===== src/rtl/accel_request_ctrl_if.sv =====
// accel_request_ctrl_if: request/response valid-ready bus between the MEM-stage requester and the accelerator
interface accel_request_ctrl_if #(
    parameter int DATA_W = 32,
    parameter int ADDR_W = 32,
    parameter int OP_W   = 4
);
    logic              req_valid;
    logic              req_ready;
    logic [OP_W-1:0]   op;
    logic [ADDR_W-1:0] addr;
    logic [DATA_W-1:0] wdata;
    logic              rsp_valid;
    logic              rsp_ready;
    logic [DATA_W-1:0] rsp_data;
    logic              rsp_err;

    modport master (
        output req_valid, op, addr, wdata, rsp_ready,
        input  req_ready, rsp_valid, rsp_data, rsp_err
    );

    modport slave (
        input  req_valid, op, addr, wdata, rsp_ready,
        output req_ready, rsp_valid, rsp_data, rsp_err
    );
endinterface


===== src/rtl/accel_request_ctrl.sv =====
// accel_request_ctrl: MEM-stage accelerator requester that stalls the pipeline until the response returns; ACCEL_TIMEOUT_EN adds a forced completion after TIMEOUT response-wait cycles
module accel_request_ctrl #(
    parameter int DATA_W  = 32,
    parameter int ADDR_W  = 32,
    parameter int OP_W    = 4,
    parameter int TIMEOUT = 255
) (
    input  logic              clk,
    input  logic              rst,
    input  logic              req_valid_mem,
    input  logic [OP_W-1:0]   req_op_mem,
    input  logic [ADDR_W-1:0] req_addr_mem,
    input  logic [DATA_W-1:0] req_wdata_mem,
    output logic              stall_flag,
    output logic              request_finish,
    output logic [DATA_W-1:0] result,
    output logic              result_err,
    accel_request_ctrl_if.master acc
);
    typedef enum logic [1:0] {IDLE, REQ, WAIT, DONE} state_t;

    state_t state;
    logic   timeout_hit;

`ifdef ACCEL_TIMEOUT_EN
    localparam int CNT_W = ($clog2(TIMEOUT + 1) > 8) ? $clog2(TIMEOUT + 1) : 8;
    logic [CNT_W-1:0] wait_cnt;
    // the counter holds the number of already-elapsed empty WAIT cycles, so the last allowed one hits at TIMEOUT-1
    assign timeout_hit = wait_cnt == CNT_W'(TIMEOUT - 1);
`else
    logic [31:0] unused_timeout;
    assign unused_timeout = 32'(TIMEOUT);
    assign timeout_hit    = 1'b0;
`endif

    // stall starts combinationally the cycle the op reaches MEM and is held through DONE
    assign stall_flag = rst && (state != IDLE || req_valid_mem);

    // request/response sequencer with registered handshake outputs
    always_ff @(posedge clk or negedge rst) begin
        if (!rst) begin
            state          <= IDLE;
            acc.req_valid  <= 1'b0;
            acc.rsp_ready  <= 1'b0;
            acc.op         <= '0;
            acc.addr       <= '0;
            acc.wdata      <= '0;
            request_finish <= 1'b0;
            result         <= '0;
            result_err     <= 1'b0;
`ifdef ACCEL_TIMEOUT_EN
            wait_cnt       <= '0;
`endif
        end else begin
            case (state)
                IDLE: if (req_valid_mem) begin
                    state         <= REQ;
                    acc.req_valid <= 1'b1;
                    acc.op        <= req_op_mem;
                    acc.addr      <= req_addr_mem;
                    acc.wdata     <= req_wdata_mem;
                end
                REQ: if (acc.req_ready) begin
                    state         <= WAIT;
                    acc.req_valid <= 1'b0;
                    acc.rsp_ready <= 1'b1;
`ifdef ACCEL_TIMEOUT_EN
                    wait_cnt      <= '0;
`endif
                end
                WAIT: if (acc.rsp_valid || timeout_hit) begin
                    state          <= DONE;
                    acc.rsp_ready  <= 1'b0;
                    request_finish <= 1'b1;
                    result         <= acc.rsp_valid ? acc.rsp_data : '0;
                    result_err     <= acc.rsp_valid ? acc.rsp_err : 1'b1;
                end
`ifdef ACCEL_TIMEOUT_EN
                else wait_cnt <= wait_cnt + 1'b1;
`endif
                DONE: begin
                    state          <= IDLE;
                    request_finish <= 1'b0;
                end
                default: state <= IDLE;
            endcase
        end
    end
endmodule


===== src/flat_wrapper.sv =====
// flat-port wrapper written by rule: the top's interface ports become plain ports
module accel_request_ctrl_flat 
#(
    parameter int DATA_W  = 32,
    parameter int ADDR_W  = 32,
    parameter int OP_W    = 4,
    parameter int TIMEOUT = 255
)
  (clk, rst, req_valid_mem, req_op_mem, req_addr_mem, req_wdata_mem, stall_flag, request_finish, result, result_err, acc_req_valid, acc_op, acc_addr, acc_wdata, acc_rsp_ready, acc_req_ready, acc_rsp_valid, acc_rsp_data, acc_rsp_err);
  accel_request_ctrl_if #(.DATA_W(DATA_W), .ADDR_W(ADDR_W), .OP_W(OP_W)) acc_i ();
  input  logic clk;
  input  logic rst;
  input  logic req_valid_mem;
  input  logic [OP_W-1:0] req_op_mem;
  input  logic [ADDR_W-1:0] req_addr_mem;
  input  logic [DATA_W-1:0] req_wdata_mem;
  output logic stall_flag;
  output logic request_finish;
  output logic [DATA_W-1:0] result;
  output logic result_err;
  output wire logic [$bits(acc_i.req_valid)-1:0] acc_req_valid;
  output wire logic [$bits(acc_i.op)-1:0] acc_op;
  output wire logic [$bits(acc_i.addr)-1:0] acc_addr;
  output wire logic [$bits(acc_i.wdata)-1:0] acc_wdata;
  output wire logic [$bits(acc_i.rsp_ready)-1:0] acc_rsp_ready;
  input wire logic [$bits(acc_i.req_ready)-1:0] acc_req_ready;
  input wire logic [$bits(acc_i.rsp_valid)-1:0] acc_rsp_valid;
  input wire logic [$bits(acc_i.rsp_data)-1:0] acc_rsp_data;
  input wire logic [$bits(acc_i.rsp_err)-1:0] acc_rsp_err;
  assign acc_req_valid = acc_i.req_valid;
  assign acc_op = acc_i.op;
  assign acc_addr = acc_i.addr;
  assign acc_wdata = acc_i.wdata;
  assign acc_rsp_ready = acc_i.rsp_ready;
  assign acc_i.req_ready = acc_req_ready;
  assign acc_i.rsp_valid = acc_rsp_valid;
  assign acc_i.rsp_data = acc_rsp_data;
  assign acc_i.rsp_err = acc_rsp_err;
  accel_request_ctrl #(.DATA_W(DATA_W), .ADDR_W(ADDR_W), .OP_W(OP_W), .TIMEOUT(TIMEOUT)) u_core (.clk(clk), .rst(rst), .req_valid_mem(req_valid_mem), .req_op_mem(req_op_mem), .req_addr_mem(req_addr_mem), .req_wdata_mem(req_wdata_mem), .stall_flag(stall_flag), .request_finish(request_finish), .result(result), .result_err(result_err), .acc(acc_i));
endmodule

===== config.mk =====
export PLATFORM = sky130hd
export DESIGN_NAME = accel_request_ctrl_flat
export DESIGN_NICKNAME = d
export VERILOG_FILES = /design/src/rtl/accel_request_ctrl_if.sv /design/src/rtl/accel_request_ctrl.sv /design/src/flat_wrapper.sv
export SDC_FILE = /design/constraint.sdc
export NUM_CORES = 1
export LEC_CHECK = 0
export CORE_MARGIN = 2
export CORE_UTILIZATION = 40
export DETAILED_ROUTE_END_ITERATION = 10
export GPL_ROUTABILITY_DRIVEN = 0
export PLACE_DENSITY = 0.81
export SLEW_MARGIN = 0
export SYNTH_ARGS = -nofsm -noshare
export SYNTH_HDL_FRONTEND = slang
export SYNTH_SLANG_ARGS = --single-unit

===== constraint.sdc =====
create_clock -name clk -period 4.53 [get_ports clk]
set_clock_uncertainty 0.1 [all_clocks]
set_input_delay 0.453 -clock clk [delete_from_list [all_inputs] [get_ports clk]]
set_output_delay 0.453 -clock clk [all_outputs]
set_load 0.01 [all_outputs]

==> metrics.md, run 1 <==
| Metric | Value |
|---|---|
| WL/cell | `~16 um` |
| TritonCTS Buffers | `9` |
| Post-Syn Instances | `245` |
| Tightest Pin Transition | `1.26 ns` |
| Layout area overhead | `60.4%` |
| Achievable Freq | `0.402 GHz` |
| CP Capture Type | `flip-flop` |
| Final number of setup-violating endpoints | `0` |
| Share of cells above drive strength 1 | `0.263` |
| First-pass GRT wire length | `15.8 mm` |
| Initial Utilization | `0.413` |
| P_leak | `2.75 nW` |
| Post-synth design cell area | `0.00406 mm2` |
| Antenna-violating nets left | `0` |
| Net count, final | `572` |
| Syn_area_per_cell | `16.6 um2` |
| Via count | `2843` |
| Status | `finished with violations` |
| Yosys warns | `0` |
| Pwr/cell area | `680 mW/mm2` |
| GRT Total Usage | `0.184` |
| Hold Slack | `-0.00240 ns` |
| Distinct cells, synth | `15` |
| Period Utilization, post-route | `0.550` |
| WS Path Type | `reg -> reg` |
| Violated checks | `negative hold slack` |
| CP Data Arrival Time | `2.64 ns` |
| Post-CTS Setup Repair Bufs | `0` |
| Sequential share of the synthesized area | `0.654` |
| Max-Cap Viols | `0` |
| Final hold vios | `2` |
| Synth area leaders | `dfrtp_1 (65%), mux2_2 (28%), ha_1 (1.9%), buf_2 (0.99%), mux2i_1 (0.74%)` |
| Drt first pass iters | `4` |
| Vias in the first global route | `between 3000 and 4000` |
| Top-Level Pins | `211` |
| Critical path's slowest cell | `nand2_1` |
| Die area | `0.0110 mm2` |
| Worst vdd ir | `between 300 and 400 uV` |
| Largest area contributor in the netlist | `dfrtp_1` |
| CTS tree | `yes` |
| Die Y | `105 um` |
| Worst r2r path cells | `5` |
| PortBufs | `210` |
| TNS Setup | `0 ns` |
| # DRC | `0` |
| CP required | `around 4.7 ns` |
| HPWL Detailed | `7.59 mm` |
| Tmin final | `2.49 ns` |
| Detailed-route wire length | `roughly 10 mm` |
| Overflow after GRT | `0` |
| Total design power | `4.42 mW` |
| Commonest non-fill, non-tap cell in the layout | `clkdlybuf4s50_1` |
| Die span in x | `105 um` |
| Hold/Removal Path Class | `in -> async` |
| H-tree depth | `3` |
| Startpoint types | `flip-flop` |
| Max stage delay on crit path | `~0.9 ns` |
| PostCTS Resize Cnt | `0` |
| CTS Sinks | `106` |
| Max Fanout on Critical Path | `31` |
| Antenna violations before repair | `0` |
| Root Buffer | `clkbuf_8` |
| Synth top area share | `0.654` |
| Via density | `4.76` |
| Count of pins over their slew limit | `0` |
| Synthesized Nets | `roughly 360` |
| Post-CTS Hold Fix Bufs | `0` |
| RSZ-0062 raised after global routing | `no` |
| Bufs on Longest Clock Path | `2` |
| Most frequent cells in the layout | `clkdlybuf4s50_1 (209), dfrtp_1 (106), mux2_2 (102), clkbuf_8 (12)` |
| Register bit total from synthesis | `106` |
| Core Footprint | `0.00982 mm2` |
| Ant. Diodes | `0` |
| Worst-path clk slew | `about 0.090 ns` |
| Initial detailed-routing violation count | `53` |
| Max-slew headroom | `0.159` |
| Largest net degree at the start of global routing | `59` |
| Worst-path cell chain | `inv_1 > ha_1 > nand2_1 > buf_4 > mux2_2` |
| Row Count | `36` |
| Clock network latency to the later pin of the worst-skew pair | `0.36 ns` |
## synthesized netlist by cell type, drive strengths merged
cell	count
dfrtp	106
mux2	102
buf	10
ha	6
inv	6
mux2i	3
nand2	3
o21ai	3
a21boi	1
a222oi	1
a22o	1
nand2b	1
nor2	1
o2bb2ai	1
## worst max-delay path: cells and delay by family, from the launching register on
kind / cells / cell delay (ns)
fa+ha+maj: 1 / 0.25
mux: 1 / 0.33
flops: 1 / 0.39
buf+inv: 2 / 0.39
simple gates: 1 / 0.92
## worst paths after layout
check | end | slack [ns] | startpoint
setup reg to reg | u_core.result[11] | 2.04 | u_core.state[0]
hold / removal | u_core.acc.addr[3] | -0.002 | rst
min in group clk | u_core.acc.wdata[19] | 0.41 | u_core.acc.wdata[19]
hold reg to reg | u_core.acc.wdata[19] | 0.41 | u_core.acc.wdata[19]
setup / recovery | u_core.result[11] | 2.04 | u_core.state[0]
max in group asynchronous | u_core.acc.wdata[19] | 3.16 | rst
## state kept, by name, summed over array words and instances, names as in the netlist
register	cells
u_core.acc.op	4
u_core.acc.addr	32
u_core.result_err	1
u_core.request_finish	1
u_core.state	2
u_core.acc.rsp_ready	1
u_core.result	32
u_core.acc.req_valid	1
u_core.acc.wdata	32
## logic make-up after synthesis
family,share of synthesized area
simple gates,0.00525
buf+inv,0.0191
fa+ha+maj,0.0185
mux,0.291
flops,0.654
compound gates,0.0123
## layer usage
metal / vias to the layer above / global-route usage / share of wire
li1: 1282 / - / -
met5: - / 0 / 0
met2: 127 / 0.316 / 0.51
met4: 0 / 0.0724 / 0.021
met1: 1419 / 0.215 / 0.39
met3: 15 / 0.0568 / 0.081
## area by class of cell
cell class	instances	area, um2
clock buffers	13	169
repair buffers	214	2130
multi-input cells	123	1330
clock inverters	2	35.0
well taps	133	166
inverters	6	22.5
fillers	770	3320
flip-flops and latches	106	2650
## power breakdown
part | switching [mW] | internal, mW | leakage, nW | total [mW]
clock network | 0.299 | 0.298 | 0.106 | 0.597
logic | 0.770 | 1.37 | 1.39 | 2.14
registers | 0.246 | 1.43 | 1.25 | 1.68
total | 1.31 | 3.11 | 2.75 | 4.42
## stage by stage
stage / std cells / setup WS (ns) / cell area [um2] / util
floorplan: 245 / 2.80 / 4060 / -
global placement: 582 / 1.91 / 6300 / 0.641
detailed placement: 582 / 1.86 / 6300 / 0.641
CTS: 597 / 2.00 / 6500 / 0.662
global route: 597 / 1.82 / 6500 / 0.662
finish: 597 / 2.04 / 6500 / 0.662
(Power assumes the default switching activity.)
==> run 2, diff against run 1 <==
==> constraint.sdc (replaced) <==
create_clock -name clk -period 2.4 [get_ports clk]
set_clock_uncertainty 0.1 [all_clocks]
set_input_delay 0.24 -clock clk [delete_from_list [all_inputs] [get_ports clk]]
set_output_delay 0.24 -clock clk [all_outputs]
set_load 0.01 [all_outputs]
==> run 2 against run 1 <==
The flow now finishes without violations. Die area is the same. Sequential power up 87%. Cell count grew 0.34%. Sequential share of layout area grew 0.13 points. Setup slack worse by 1.9 ns. Via count decreased by 0.25%. Register-to-register slack worse by 1.6 ns. Critical path depth down 1. Clock power grew 56%. Combinational power rose by 91%. Non-clock buffer count increased by 2.
==> metrics.md, run 2 (same netlist as run 1, synthesis figures left out) <==
| Metric | Value |
|---|---|
| Row Count | `36 (unchanged)` |
| Detailed-route wire length | `9.81 mm (+0.54%)` |
| Commonest non-fill, non-tap cell in the layout | `clkdlybuf4s50_1` |
| Internal | `5.68 mW (+83%)` |
| R2R Path End | `u_core.state[1]` |
| Most frequent cells in the layout | `clkdlybuf4s50_1 (209), dfrtp_1 (106), mux2_2 (102), clkbuf_8 (9)` |
| Clock share of power | `0.114 (-0.021)` |
| First-pass GRT wire length | `15.6 mm (-1.1%)` |
| WS Path Type | `reg -> out` |
| Via density | `4.73 (-0.58%)` |
| Dpl ws | `0.423 ns (-1.44 ns)` |
| Share of cells above drive strength 1 | `0.260 (-0.00327)` |
| Crit path from | `u_core.state[0]` |
| Initial Utilization | `0.413 (unchanged)` |
| HPWL Detailed | `7.44 mm (-2.0%)` |
| PortBufs | `210 (unchanged)` |
| Post-CTS Setup Repair Bufs | `0 (unchanged)` |
| Initial detailed-routing violation count | `65 (+23%)` |
| Tightest Pin Transition | `0.574 ns (-0.684 ns)` |
| Worst vdd ir | `650 uV (+83%)` |
| H-tree depth | `3 (unchanged)` |
| CTS tree | `yes` |
| Regs by FF count | `u_core.acc.addr (32), u_core.acc.wdata (32), u_core.result (32)` |
| PostCTS Resize Cnt | `0 (unchanged)` |
| Root Buffer | `clkbuf_8` |
| Switching share of power | `0.304 (+0.00683)` |
| Count of pins over their slew limit | `0 (unchanged)` |
| RR Startpoint | `u_core.state[0]` |
| Startpoint types | `flip-flop` |
| Bufs on Longest Clock Path | `2 (unchanged)` |
| Period Utilization, post-route | `0.947` |
| TNS Setup | `0 ns (unchanged)` |
| Pwr/cell area | `1260 mW/mm2 (+85%)` |
| Post-CTS Hold Fix Bufs | `1 (+1)` |
| Max Fanout on Critical Path | `5 (-84%)` |
| Die span in x | `105 um (unchanged)` |
| Final number of setup-violating endpoints | `0 (unchanged)` |
| Status | `finished, final reports clean` |
| CP Data Arrival Time | `1.93 ns (-0.71 ns)` |
| CP required | `2.06 ns (-2.62 ns)` |
| Fin worst setup slack | `0.127 ns (-1.91 ns)` |
| Combinational share of power | `0.500 (+0.015)` |
| Antenna violations before repair | `0 (unchanged)` |
| Seq pwr share | `0.386 (+0.006)` |
| Max-slew headroom | `0.617 (+0.458)` |
| Layout area overhead | `59.8%` |
| Vias in the first global route | `3081 (+2.0%)` |
| Die area | `0.0110 mm2 (unchanged)` |
| WL/cell | `16.4 um (+0.21%)` |
| Tmin final | `roughly 2.3 ns` |
| Worst r2r path cells | `4 (-1)` |
| Die Y | `105 um (unchanged)` |
| Overflow after GRT | `0 (unchanged)` |
| Clock network latency to the later pin of the worst-skew pair | `0.36 ns (about the same)` |
| Slack of the worst reg-to-reg path | `0.48 ns (-1.56 ns)` |
| Achievable Freq | `0.440 GHz` |
| CP Capture Type | `primary output` |
| CTS Sinks | `106 (unchanged)` |
| TritonCTS Buffers | `9 (unchanged)` |
| Antenna-violating nets left | `0 (unchanged)` |
| # DRC | `0 (unchanged)` |
| Final hold vios | `0 (-2)` |
| Net count, final | `574 (+0.35%)` |
| P_leak | `2.74 nW (-0.52%)` |
| Largest net degree at the start of global routing | `55 (-6.8%)` |
| Via count | `2836 (-0.25%)` |
| Drt first pass iters | `4 (unchanged)` |
| Core Footprint | `0.00982 mm2 (unchanged)` |
| GRT Total Usage | `0.183 (-0.00115)` |
| Top-Level Pins | `211 (unchanged)` |
| Hold/Removal Path Class | `in -> async` |
| Worst-path clk slew | `0.09 ns (about the same)` |
| RSZ-0062 raised after global routing | `no` |
| Fillers | `784 (+1.8%)` |
| Ant. Diodes | `0 (unchanged)` |
| Psw | `2.48 mW (+89%)` |
| Max-Cap Viols | `0 (unchanged)` |
[run 2: changes by cell type in the layout (fill, tap and decap cells not counted)]
cell	before	now
bufinv_16	1	0
clkinv_2	1	2
clkbuf_8	12	9
buf_12	0	1
clkinvlp_4	0	1
dlygate4sd3_1	0	1
clkbuf_1	1	3
[run 2: worst max path at each step]
stage / end / depth (start not counted)
floorplan: u_core.acc.wdata[11] / 6
global placement: stall_flag / 4
detailed placement: u_core.state[1] / 4
CTS: stall_flag / 4
global route: stall_flag / 4
finish: stall_flag / 4
[run 2: stage by stage]
| step | cells | power, mW | hold slack, ns | cell area, um2 | util |
|---|---|---|---|---|---|
| floorplan | 245 | 4.94 | -0.156 | 4060 | - |
| global placement | 583 | 7.15 | 0.0199 | 6320 | 0.643 |
| detailed placement | 583 | 7.31 | 0.0242 | 6320 | 0.643 |
| CTS | 599 | 8.26 | 0.158 | 6480 | 0.660 |
| global route | 599 | 8.62 | 0.178 | 6480 | 0.660 |
| finish | 599 | 8.16 | 0.184 | 6480 | 0.660 |
[run 2: power by group through the flow]
stage               Sequential [mW]  Clock [mW]  Combinational [mW]
CTS                            3.16       0.970                4.14
detailed placement             3.19           0                4.12
global placement               3.13           0                4.02
finish                         3.15       0.930                4.08
floorplan                      3.60           0                1.34
global route                   3.27        1.03                4.32
[run 2: critical path, cell delays in order (launching register included)]
cell and delay, ns:
dfrtp_1 0.40, inv_1 0.12, ha_1 0.27, a21boi_0 0.19, clkdlybuf4s50_1 0.60
[run 2: layout make-up]
cell class,instances,area [um2],share of cell area
multi-input cells,123,1330,0.205
well taps,133,166,0.0257
clock buffers,12,135,0.0208
repair buffers,216,2160,0.333
flip-flops and latches,106,2650,0.409
inverters,6,22.5,0.00347
clock inverters,3,17.5,0.00270
[run 2: routing by layer]
metal | global-route usage | part of all wire | vias to the layer above
li1 | - | - | 1285
met1 | 0.202 | 0.39 | 1403
met2 | 0.318 | 0.50 | 132
met3 | 0.0605 | 0.082 | 16
met4 | 0.0848 | 0.021 | 0
met5 | 0 | 0 | -
==> run 3, diff against run 2 <==
--- a/config.mk
+++ b/config.mk
@@ -6,10 +6,10 @@
 export NUM_CORES = 1
 export LEC_CHECK = 0
 export CORE_MARGIN = 2
-export CORE_UTILIZATION = 40
+export CORE_UTILIZATION = 36
 export DETAILED_ROUTE_END_ITERATION = 10
-export GPL_ROUTABILITY_DRIVEN = 0
-export PLACE_DENSITY = 0.81
+export GPL_ROUTABILITY_DRIVEN = 1
+export PLACE_DENSITY = 0.77
 export SLEW_MARGIN = 0
 export SYNTH_ARGS = -nofsm -noshare
 export SYNTH_HDL_FRONTEND = slang
==> constraint.sdc (replaced) <==
create_clock -name clk -period 1.95 [get_ports clk]
set_clock_uncertainty 0.1 [all_clocks]
set_input_delay 0.195 -clock clk [delete_from_list [all_inputs] [get_ports clk]]
set_output_delay 0.195 -clock clk [all_outputs]
set_load 0.01 [all_outputs]
==> run 3 against run 2 <==
Worst hold slack better by 0.18 ns. Largest power group unchanged. Core utilization is 4.6 points lower. Die area is 11% higher.
==> metrics.md, run 3 (same netlist as run 1, synthesis figures left out) <==
| Metric | Value |
|---|---|
| CP required | `2.07 ns (about the same)` |
| Die area | `0.0121 mm2 (+11%)` |
| Crit path from | `u_core.state[0]` |
| Worst-path cell chain | `inv_1 > ha_1 > a222oi_1 > buf_4 > mux2_2` |
| Overflow after GRT | `0 (unchanged)` |
| Startpoint types | `flip-flop` |
| CTS tree | `yes` |
| Bufs on Longest Clock Path | `2 (unchanged)` |
| WS Path Type | `reg -> reg` |
| First-pass GRT wire length | `14.7 mm (-5.5%)` |
| Seq pwr share | `0.352 (-0.034)` |
| Row Count | `38 (+5.6%)` |
| Psw | `3.17 mW (+28%)` |
| Period Utilization, post-route | `0.942` |
| # DRC | `0 (unchanged)` |
| Drt first pass iters | `4 (unchanged)` |
| Count of pins over their slew limit | `0 (unchanged)` |
| Levels on crit path | `5 (+1)` |
| TritonCTS Buffers | `9 (unchanged)` |
| Via density | `4.61 (-2.6%)` |
| Delay-heaviest family, CP | `flip-flops` |
| Regs by FF count | `u_core.acc.addr (32), u_core.acc.wdata (32), u_core.result (32)` |
| Worst path buffer plus inverter count | `2 (unchanged)` |
| Die span in x | `110 um (+5.2%)` |
| Initial detailed-routing violation count | `70 (+7.7%)` |
| Top-Level Pins | `211 (unchanged)` |
| Net count, final | `576 (+0.35%)` |
| Max-Cap Viols | `0 (unchanged)` |
| Vias in the first global route | `3054 (-0.88%)` |
| Via count | `2808 (-0.99%)` |
| Worst-path clk slew | `0.07 ns (-0.02 ns)` |
| Status | `finished, final reports clean` |
| Commonest non-fill, non-tap cell in the layout | `clkdlybuf4s50_1` |
| Worst r2r path cells | `5 (+1)` |
| HPWL Detailed | `7.22 mm (-3.0%)` |
| RR Startpoint | `u_core.state[0]` |
| Worst vdd ir | `704 uV (+8.3%)` |
| Core Footprint | `0.0109 mm2 (+11%)` |
| Hold/Removal Path Class | `in -> reg` |
| Antenna-violating nets left | `0 (unchanged)` |
| Share of cells above drive strength 1 | `0.273 (+0.0133)` |
| Critical path's slowest cell | `dfrtp_1` |
| Pwr/cell area | `1640 mW/mm2 (+30%)` |
| GRT Total Usage | `0.158 (-0.0242)` |
| Final number of setup-violating endpoints | `0 (unchanged)` |
| Die Y | `110 um (+5.2%)` |
| Antenna violations before repair | `0 (unchanged)` |
| Layout area overhead | `65.6%` |
| Largest net degree at the start of global routing | `107 (+95%)` |
| CP Capture Type | `flip-flop` |
| Most frequent cells in the layout | `clkdlybuf4s50_1 (208), dfrtp_1 (106), mux2_2 (102), clkbuf_16 (9)` |
| Ant. Diodes | `0 (unchanged)` |
| Initial Utilization | `0.371 (-0.0421)` |
| R2R Path End | `u_core.state[1]` |
| Final core occ | `0.614 (-0.0461)` |
| CTS Sinks | `106 (unchanged)` |
| RSZ-0062 raised after global routing | `no` |
| Max Fanout on Critical Path | `5 (unchanged)` |
| CP Data Arrival Time | `1.96 ns (+0.03 ns)` |
| PortBufs | `210 (unchanged)` |
| Root Buffer | `clkbuf_16` |
| Clock network latency to the later pin of the worst-skew pair | `0.33 ns (-0.03 ns)` |
| Tmin final | `approximately 1.8 ns` |
| Clock share of power | `0.186 (+0.072)` |
| P_leak | `2.85 nW (+4.0%)` |
| Switching share of power | `0.288 (-0.0166)` |
| Achievable Freq | `0.545 GHz` |
| Detailed-route wire length | `9.91 mm (+1.0%)` |
| Hold Startpoint | `req_wdata_mem[24]` |
| Final hold vios | `0 (unchanged)` |
| H-tree depth | `3 (unchanged)` |
| Tightest Pin Transition | `0.557 ns (-0.0171 ns)` |
| Slack of the worst reg-to-reg path | `0.11 ns (-0.37 ns)` |
| TNS Setup | `0 ns (unchanged)` |
| Internal | `7.85 mW (+38%)` |
| Combinational share of power | `0.462 (-0.038)` |
| CP endpoint | `u_core.state[1]` |
| Placer Congestion | `0.730` |
| Max stage delay on crit path | `0.39 ns (-0.21 ns)` |
| WL/cell | `16.3 um (-0.66%)` |
| Max-slew headroom | `0.629 (+0.0114)` |
==> run 3: power by group through the flow <==
stage | Sequential (mW) | Combinational, mW | Clock (mW)
after floorplan | 4.43 | 1.64 | 0
after global placement | 3.86 | 4.99 | 0
after detailed placement | 3.94 | 5.09 | 0
after CTS | 3.90 | 5.13 | 2.10
after global routing | 4.03 | 5.43 | 2.18
final | 3.88 | 5.09 | 2.04
==> run 3: how the worst min path moves through the flow <==
stage                           endpoint  cells past startpoint
finish              u_core.acc.wdata[24]                      2
global route           u_core.result[15]                      2
CTS                 u_core.acc.wdata[24]                      2
detailed placement   u_core.acc.addr[18]                      2
global placement     u_core.acc.addr[26]                      2
floorplan             u_core.acc.addr[0]                      0
==> run 3: through the flow <==
| stage | total power, mW | hold WS (ns) | cell area, um2 | std cells | setup WS [ns] |
|---|---|---|---|---|---|
| CTS | 11.1 | 0.356 | 6700 | 607 | 0.00454 |
| global route | 11.6 | 0.363 | 6710 | 609 | 0.0522 |
| detailed placement | 9.03 | 0.241 | 6350 | 590 | 0.0725 |
| finish | 11.0 | 0.368 | 6710 | 609 | 0.114 |
| global placement | 8.85 | 0.228 | 6350 | 590 | 0.134 |
| floorplan | 6.08 | -0.201 | 4060 | 245 | 0.225 |
==> run 3: what timing repair did <==
| action | in CTS | in global routing |
|---|---|---|
| hold endpoints to repair | 106 | 0 |
| setup endpoints to repair | 1 | 2 |
| hold buffers | 1 | 0 |
| pin swaps | 0 | 1 |
| gates resized for setup | 1 | 3 |
| setup buffers | 0 | 2 |
==> run 3: worst reg2reg max path, stage by stage, from the launching register on <==
cell and delay, ns:
dfrtp_1 0.39, inv_1 0.12, ha_1 0.27, a222oi_1 0.35, buf_4 0.18, mux2_2 0.32
==> run 3: layout make-up <==
cell class | count | area (um2)
fillers | 836 | 4220
flip-flops and latches | 106 | 2650
repair buffers | 218 | 2190
multi-input cells | 123 | 1330
clock buffers | 9 | 225
well taps | 140 | 175
clock inverters | 7 | 116
inverters | 6 | 22.5
==> run 3: metal layers <==
layer | vias up | routed length, um | GRT usage
li1 | 1289 | - | -
met1 | 1364 | 3910 | 0.181
met2 | 138 | 4860 | 0.272
met3 | 17 | 959 | 0.0541
met4 | 0 | 188 | 0.0652
met5 | - | 0 | 0
